### config.mk
export PLATFORM = sky130hd
export DESIGN_NAME = fetch_unit
export DESIGN_NICKNAME = d
export VERILOG_FILES = /design/src/rtl/fetch_pkg.sv /design/src/rtl/fetch_unit_pc_reg.sv /design/src/rtl/fetch_unit.sv
export SDC_FILE = /design/constraint.sdc
export NUM_CORES = 1
export LEC_CHECK = 0
export BUFFER_PORTS_ARGS = -buffer_cell sky130_fd_sc_hd__buf_4
export CAP_MARGIN = 20
export CORE_MARGIN = 10
export CORE_UTILIZATION = 30
export CTS_CLUSTER_DIAMETER = 120
export DETAILED_ROUTE_END_ITERATION = 8
export PLACE_DENSITY_LB_ADDON = 0.12
export REMOVE_ABC_BUFFERS = 1
export SLEW_MARGIN = 20
export SYNTH_ARGS = -nofsm -noshare
export SYNTH_HDL_FRONTEND = slang
export SYNTH_SLANG_ARGS = --single-unit
### constraint.sdc
create_clock -name clk -period 2.89 [get_ports clk]
set_clock_uncertainty 0.15 [all_clocks]
set_input_delay 0.4335 -clock clk [delete_from_list [all_inputs] [get_ports clk]]
set_output_delay 0.4335 -clock clk [all_outputs]
set_load 0.005 [all_outputs]
### src/rtl/fetch_pkg.sv
// Shared types and constants for the instruction fetch stage.
package fetch_pkg;

  typedef enum logic [0:0] {
    RUN   = 1'b0,
    FAULT = 1'b1
  } fetch_state_t;

  localparam int          DEFAULT_ADDR_W = 14;
  localparam logic [31:0] PC_STEP        = 32'd4;

  // ROM size in bytes for a given word-address width; 33 bits so the limit itself is representable.
  function automatic logic [32:0] rom_bytes(input int addr_w);
    return 33'd4 << addr_w;
  endfunction

  localparam logic [32:0] ROM_BYTES = rom_bytes(DEFAULT_ADDR_W);

endpackage

### src/rtl/fetch_unit_pc_reg.sv
// Program counter: synchronous reset to RESET_PC, enable, and increment/redirect load mux.
module pc_reg
  import fetch_pkg::*;
#(
  parameter logic [31:0] RESET_PC = 32'h0000_0000
) (
  input  logic        clk,
  input  logic        reset,
  input  logic        en,
  input  logic        load,
  input  logic [31:0] load_pc,
  output logic [31:0] pc
);

  logic [31:0] pc_value_reg;
  logic [31:0] pc_next;

  always_comb begin
    pc_next = load ? load_pc : pc_value_reg + PC_STEP;
  end

  always_ff @(posedge clk) begin
    if (reset) begin
      pc_value_reg <= RESET_PC;
    end else if (en) begin
      pc_value_reg <= pc_next;
    end
  end

  assign pc = pc_value_reg;

endmodule

### src/rtl/fetch_unit.sv
// Instruction fetch stage: PC, combinational ROM address, one-entry valid/ready output stage, sticky fault.
// Optional performance counters are enabled by defining FETCH_PERF_CNT_EN.
module fetch_unit
  import fetch_pkg::*;
#(
  parameter logic [31:0] RESET_PC = 32'h0000_0000,
  parameter int          ADDR_W   = 14
) (
  input  logic              clk,
  input  logic              reset,
  output logic [ADDR_W-1:0] rom_addr,
  input  logic [31:0]       rom_instr,
  output logic              out_valid,
  input  logic              out_ready,
  output logic [31:0]       out_instr,
  output logic [31:0]       out_pc,
  input  logic              redirect,
  input  logic [31:0]       redirect_pc,
  output logic              fault,
  output logic [31:0]       fault_pc
`ifdef FETCH_PERF_CNT_EN
  ,
  output logic [31:0]       perf_fetched,
  output logic [31:0]       perf_stall
`endif
);

  localparam logic [32:0] ROM_LIMIT = rom_bytes(ADDR_W);
  localparam logic [31:0] LAST_PC   = ROM_LIMIT[31:0] - PC_STEP;

  fetch_state_t state_reg, state_next;
  logic         out_valid_reg, out_valid_next;
  logic [31:0]  out_instr_reg, out_instr_next;
  logic [31:0]  out_pc_reg, out_pc_next;
  logic         fault_reg, fault_next;
  logic [31:0]  fault_pc_reg, fault_pc_next;

  logic [31:0]  pc;
  logic         pc_en;
  logic         pc_load;
  logic         transfer;
  logic         fetch;
  logic         redirect_illegal;

  pc_reg #(
    .RESET_PC (RESET_PC)
  ) u_pc_reg (
    .clk     (clk),
    .reset   (reset),
    .en      (pc_en),
    .load    (pc_load),
    .load_pc (redirect_pc),
    .pc      (pc)
  );

  assign rom_addr = pc[ADDR_W+1:2];

  assign transfer         = out_valid_reg && out_ready;
  assign fetch            = !out_valid_reg || out_ready;
  assign redirect_illegal = (redirect_pc[1:0] != 2'b00) || ({1'b0, redirect_pc} >= ROM_LIMIT);

  always_comb begin
    state_next     = state_reg;
    out_valid_next = out_valid_reg;
    out_instr_next = out_instr_reg;
    out_pc_next    = out_pc_reg;
    fault_next     = fault_reg;
    fault_pc_next  = fault_pc_reg;
    pc_en          = 1'b0;
    pc_load        = 1'b0;

    case (state_reg)
      RUN: begin
        // Redirect wins over fetch and flushes whatever has not been accepted yet.
        if (redirect) begin
          out_valid_next = 1'b0;
          if (redirect_illegal) begin
            state_next    = FAULT;
            fault_next    = 1'b1;
            fault_pc_next = redirect_pc;
          end else begin
            pc_en   = 1'b1;
            pc_load = 1'b1;
          end
        end else if (fetch) begin
          out_instr_next = rom_instr;
          out_pc_next    = pc;
          out_valid_next = 1'b1;
          pc_en          = 1'b1;
          // Last word of the ROM: deliver it, then stop fetching.
          if (pc == LAST_PC) begin
            state_next    = FAULT;
            fault_next    = 1'b1;
            fault_pc_next = ROM_LIMIT[31:0];
          end
        end
      end
      FAULT: begin
        if (transfer) begin
          out_valid_next = 1'b0;
        end
      end
      default: begin
        state_next = FAULT;
      end
    endcase
  end

  always_ff @(posedge clk) begin
    if (reset) begin
      state_reg     <= RUN;
      out_valid_reg <= 1'b0;
      out_instr_reg <= 32'd0;
      out_pc_reg    <= 32'd0;
      fault_reg     <= 1'b0;
      fault_pc_reg  <= 32'd0;
    end else begin
      state_reg     <= state_next;
      out_valid_reg <= out_valid_next;
      out_instr_reg <= out_instr_next;
      out_pc_reg    <= out_pc_next;
      fault_reg     <= fault_next;
      fault_pc_reg  <= fault_pc_next;
    end
  end

  assign out_valid = out_valid_reg;
  assign out_instr = out_instr_reg;
  assign out_pc    = out_pc_reg;
  assign fault     = fault_reg;
  assign fault_pc  = fault_pc_reg;

`ifdef FETCH_PERF_CNT_EN
  logic [31:0] perf_fetched_reg;
  logic [31:0] perf_stall_reg;

  always_ff @(posedge clk) begin
    if (reset) begin
      perf_fetched_reg <= 32'd0;
      perf_stall_reg   <= 32'd0;
    end else begin
      if (transfer) begin
        perf_fetched_reg <= perf_fetched_reg + 32'd1;
      end
      if (out_valid_reg && !out_ready) begin
        perf_stall_reg <= perf_stall_reg + 32'd1;
      end
    end
  end

  assign perf_fetched = perf_fetched_reg;
  assign perf_stall   = perf_stall_reg;
`else
  // No performance counters in this build.
`endif

endmodule

# After elaboration in Yosys (flattened, before gate mapping)
# Cells that the tools add are included.
[word_totals]
register_bits = 131
[classes]
bitwise = 2
reduce_logical = 10
magnitude_cmp = 1
eq_ne = 4
addsub = 1
mux = 24
[op_table]
columns = ["op", "n"]
rows = [
  ["2-to-1 mux 32 bit", 5],
  ["adder 32 x 3 -> 32 bit, second input constant", 1],
  ["equality test 32 x 16 -> 1 bit, second input constant", 1],
  ["greater-or-equal comparator 32 x 17 -> 1 bit, second input constant", 1],
  ["2-to-1 mux 1 bit", 18],
  ["nonzero test 2 bit", 3],
  ["inequality test 2 x 1 -> 1 bit, second input constant", 2],
  ["AND reduction 4 bit", 1],
  ["inequality test 3 bit, second input constant", 1],
  ["AND reduction 3 bit", 1],
  ["logical OR 1 bit", 2],
  ["NOT 1 bit", 2],
  ["case mux 1 bit (2 select lines)", 1],
  ["AND reduction 2 bit", 1],
  ["logical AND 1 bit", 1],
  ["logical NOT 1 bit", 1],
]

# Logic depth before layout (Yosys ltp)
[logic_depth]
word_depth = 6
depth_mapped = 7
mapped_depth_nobuf = 6

# Cells and area by module
# Synthesis repeated with hierarchy kept, for this count alone.
[unflattened]
hier_cells = 725
area_unflattened_um2 = 5856.9
[by_module_without_submodules]
columns = ["module", "n_inst", "area_each_um2", "cells_per_inst", "seq_area_each_um2"]
rows = [
  ["fetch_unit", 1, 3789.9, 455, 1981.9],
  ["pc_reg", 1, 2067.0, 270, 640.6],
]

# Worst setup path after synthesis
# Ideal clock, no wire load.
[synth_timing]
path_type = "register -> register"
startpoint = "reg u_pc_reg.pc_value_reg[2], in the netlist u_pc_reg.pc[2]"
endpoint = "reg fault_pc_reg[10], in the netlist fault_pc[10]"
path_stages_with_launch = 8
setup_slack_ns = 0.766
t_arrival_ns = 1.857
n_path_buf = 1
t_required_ns = 2.623
cell_sequence = "dfxtp_1 > ha_1 > and4_1 > nand4_2 > nor4_4 > nor3_2 > buf_2 > a22o_1"
[synth_via]
elab_chain_len = 3
[synth_lines]
columns = ["element", "line_no", "text"]
rows = [
  ["from (decl)", "fetch_unit_pc_reg.sv:15", "logic [31:0] pc_value_reg;"],
  ["from (signal assigned)", "fetch_unit_pc_reg.sv:26", "pc_value_reg <= pc_next;"],
  ["equality test 32 x 16 -> 1 bit", "fetch_unit.sv:91", "if (pc == LAST_PC) begin"],
  ["nonzero test 2 bit (no source line)", "n/a", ""],
  ["AND reduction 4 bit (no source line)", "n/a", ""],
  ["to (signal assigned)", "fetch_unit.sv:123", "fault_pc_reg <= fault_pc_next;"],
  ["to (decl)", "fetch_unit.sv:36", "logic [31:0] fault_pc_reg, fault_pc_next;"],
]
# No other way between the ends.
# A chain may end at the register's enable or synchronous reset.

# Worst setup path after layout
[layout_timing]
startpoint = "reg u_pc_reg.pc_value_reg[2], in the netlist u_pc_reg.pc[2]"
endpoint = "reg fault_pc_reg[19], in the netlist fault_pc[19]"
# The elaborated chain is that of the path after synthesis.

==> results.md <==
- Post-synthesis cell type count: 49
- Clk buf depth: 2
- Gpl congestion: 0.8015
- Area of the mapped netlist: 5265 um^2
- VDD IR max: 0.0004014 V
- Synth-to-Final Area Change: 39.83%
- Clk_lat worst skew: 420 ps
- Initial antenna violation count: 0
- Unrepaired setup endpoints after global routing: no
- Worst setup EP type: flip-flop
- Hold violation total from the final report: 0
- Largest net degree at the start of global routing: 48
- Clock Pin Slew Worst Setup and Hold Paths: 60 ps
- Slowest CP cell: dfxtp_1
- Seq/Total Area, Yosys: 0.4981
- Worst path required time: 3050 ps
- Nets: 842
- Ranking of synthesized cells by area: dfxtp_1 50%, nand2_1 11%, a21oi_1 8.0%
- Period utilization: 0.8366
- Critical Path Stages: 7
- Drc violations: 0
- Worst Path Arrival: 2580 ps
- PostCTS Resize Cnt: 0
- Worst Path Buf+Inv: 1
- GRT Util Overall: 0.1416
- Post-DR vias/cell: 4.918
- Max Fclk: 413.6 MHz
- Min Tclk post-route: 2418 ps
- Post-DRT Antenna Nets: 0
- Total of max-cap violations: 0
- Initial Util: 0.3055
- Max_slew headroom: 0.4959
- Die area: 23250 um^2
- WL final: 17110 um
- Cts hold-fix bufs: 0
- I/O Buffers: 179
- Post-synth EDFFs: 0
- Worst Hold Path Cells: 2
- Place WS: 446.0 ps
- CTS tree: done
- DRT iter0 DRCs: 289
- CTS sink count: 131
- Setup violations, final: 0
- Grt ovf: 0
- # Post-CTS Setup Buffers: 0
- Area share of the largest cell type after synthesis: 0.4981
- Slew Limit Fails: 0
- Total negative slack: 0 ps
- Clk root buf: clkbuf_16
- Reg2reg path depth: 7
- Routed vias: 4967
- Die Wd: 152.5 um
- Placement row count: 48
- Number of diodes: 0
- Status: finished, final reports clean
- Min-delay worst type: in -> reg
- Most frequent cells in the layout: 193 x buf_4, 147 x nand2_1, 131 x dfxtp_1
- Vias in the first global route: 5098
- Crit start category: flip-flop
- Delay-heaviest family, CP: simple AND/OR/NAND/NOR gates
- Top FF cell, synth: dfxtp_1
- H-Tree Depth: 4
- Final setup margin: 472.2 ps
- Layout cell share with drive strength beyond 1: 0.3057
- Syn Inst Count: 618
- Pwr dens: 626.6 nW/um^2
- Syn_area_per_cell: 8.519 um^2
- DP Wirelength: 12370 um
- Flops & latches, synth: 131
- Core area: 17240 um^2
- Post-synth top area cell: dfxtp_1
- Critical path fanouts, max: 28
- Largest stage delay on the critical path: 450 ps
- Type of the worst setup path: reg -> reg
- Worst Max-Slew Pin Slew: 755.3 ps
- # IOs: 180
- Most common cell after layout, fill and taps aside: buf_4
- Leakage: 0.003015 uW
- Power Total: 4613 uW
- CP Cell Sequence: ha_1, and4_1, nand4_2, nor4_4, nor3_4, buf_12, a22o_1
- Synth warn: 0
- Asr flop ratio synth: 0
- Flop2flop setup slack: 470 ps
- Initial DRT Pass Iterations: 6
- Global-route wire length before repair: 27250 um
- Die H: 152.5 um
- Clock buffer count from CTS: 17
- Wirelength per Cell: 16.94 um
-- worst reg2reg max path, delay by kind of cell (launching register included) --
family          cells  cell delay, ps
flops               1             450
compound gates      1             200
fa+ha+maj           1             310
buf+inv             1             170
simple gates        4            1020
-- power breakdown --
part	switching, uW	internal, uW
sequential	50.4	1870
clock	823	1430
combinational	220	212
-- Yosys cell counts (2+ instances only) --
cell / number
nor4_1: 13
buf_4: 14
xor2_1: 3
and3_1: 6
a311oi_1: 3
nor2b_1: 2
a22o_1: 31
nor4_4: 2
o21ai_0: 5
buf_2: 11
a222oi_1: 2
nand2_1: 148
nor3_2: 3
buf_1: 5
nand4_1: 7
o21ai_1: 9
inv_1: 4
dfxtp_1: 131
and2_1: 4
nor2_1: 21
a211oi_1: 2
o221a_1: 3
and4_1: 4
or3b_1: 3
nand2b_1: 2
a41oi_1: 4
nor3_1: 10
xnor2_1: 2
a21oi_1: 84
a31oi_1: 12
nand4_2: 2
a22oi_1: 2
or3_1: 7
clkbuf_1: 28
nand3_1: 15
-- through the flow --
stage	cells	hold slack [ps]	utilization	instance area, um^2
after floorplan	560	284.4	-	4981
after global placement	979	292.7	0.3916	6749
after detailed placement	979	297.2	0.3916	6749
after CTS	1010	68.63	0.4271	7362
after global routing	1010	76.73	0.4271	7362
final	1010	82.29	0.4271	7362
-- path summary, 6_finish.rpt --
kind,start,to
hold / removal,redirect_pc[25],fault_pc[25]
setup reg to reg,u_pc_reg.pc[2],fault_pc[19]
setup / recovery,u_pc_reg.pc[2],fault_pc[19]
hold reg to reg,out_pc[13],out_pc[13]
-- final cells by class --
type / count / area (um^2)
Clock inverter: 14 / 187.7
Sequential cell: 131 / 2623
Multi-Input combinational cell: 425 / 2361
Tap cell: 225 / 281.5
Fill cell: 1732 / 9874
Clock buffer: 17 / 425.4
Timing Repair Buffer: 194 / 1469
Inverter: 4 / 15.01
-- layer usage --
metal  track usage  part of all wire
met3       0.05419             0.078
met2        0.2295              0.47
met5             0                 0
met4       0.04950             0.014
met1        0.1675              0.44
-- kinds of logic after synthesis --
| logic type | Yosys count | share of synthesized area |
|---|---|---|
| simple gates | 253 | 0.2317 |
| buf+inv | 62 | 0.05680 |
| compound gates | 164 | 0.1987 |
| xor+xnor | 5 | 0.008319 |
| fa+ha+maj | 1 | 0.002376 |
| flops | 131 | 0.4981 |
| mux | 2 | 0.004040 |
Note: power is estimated with default switching activity, not from simulation.
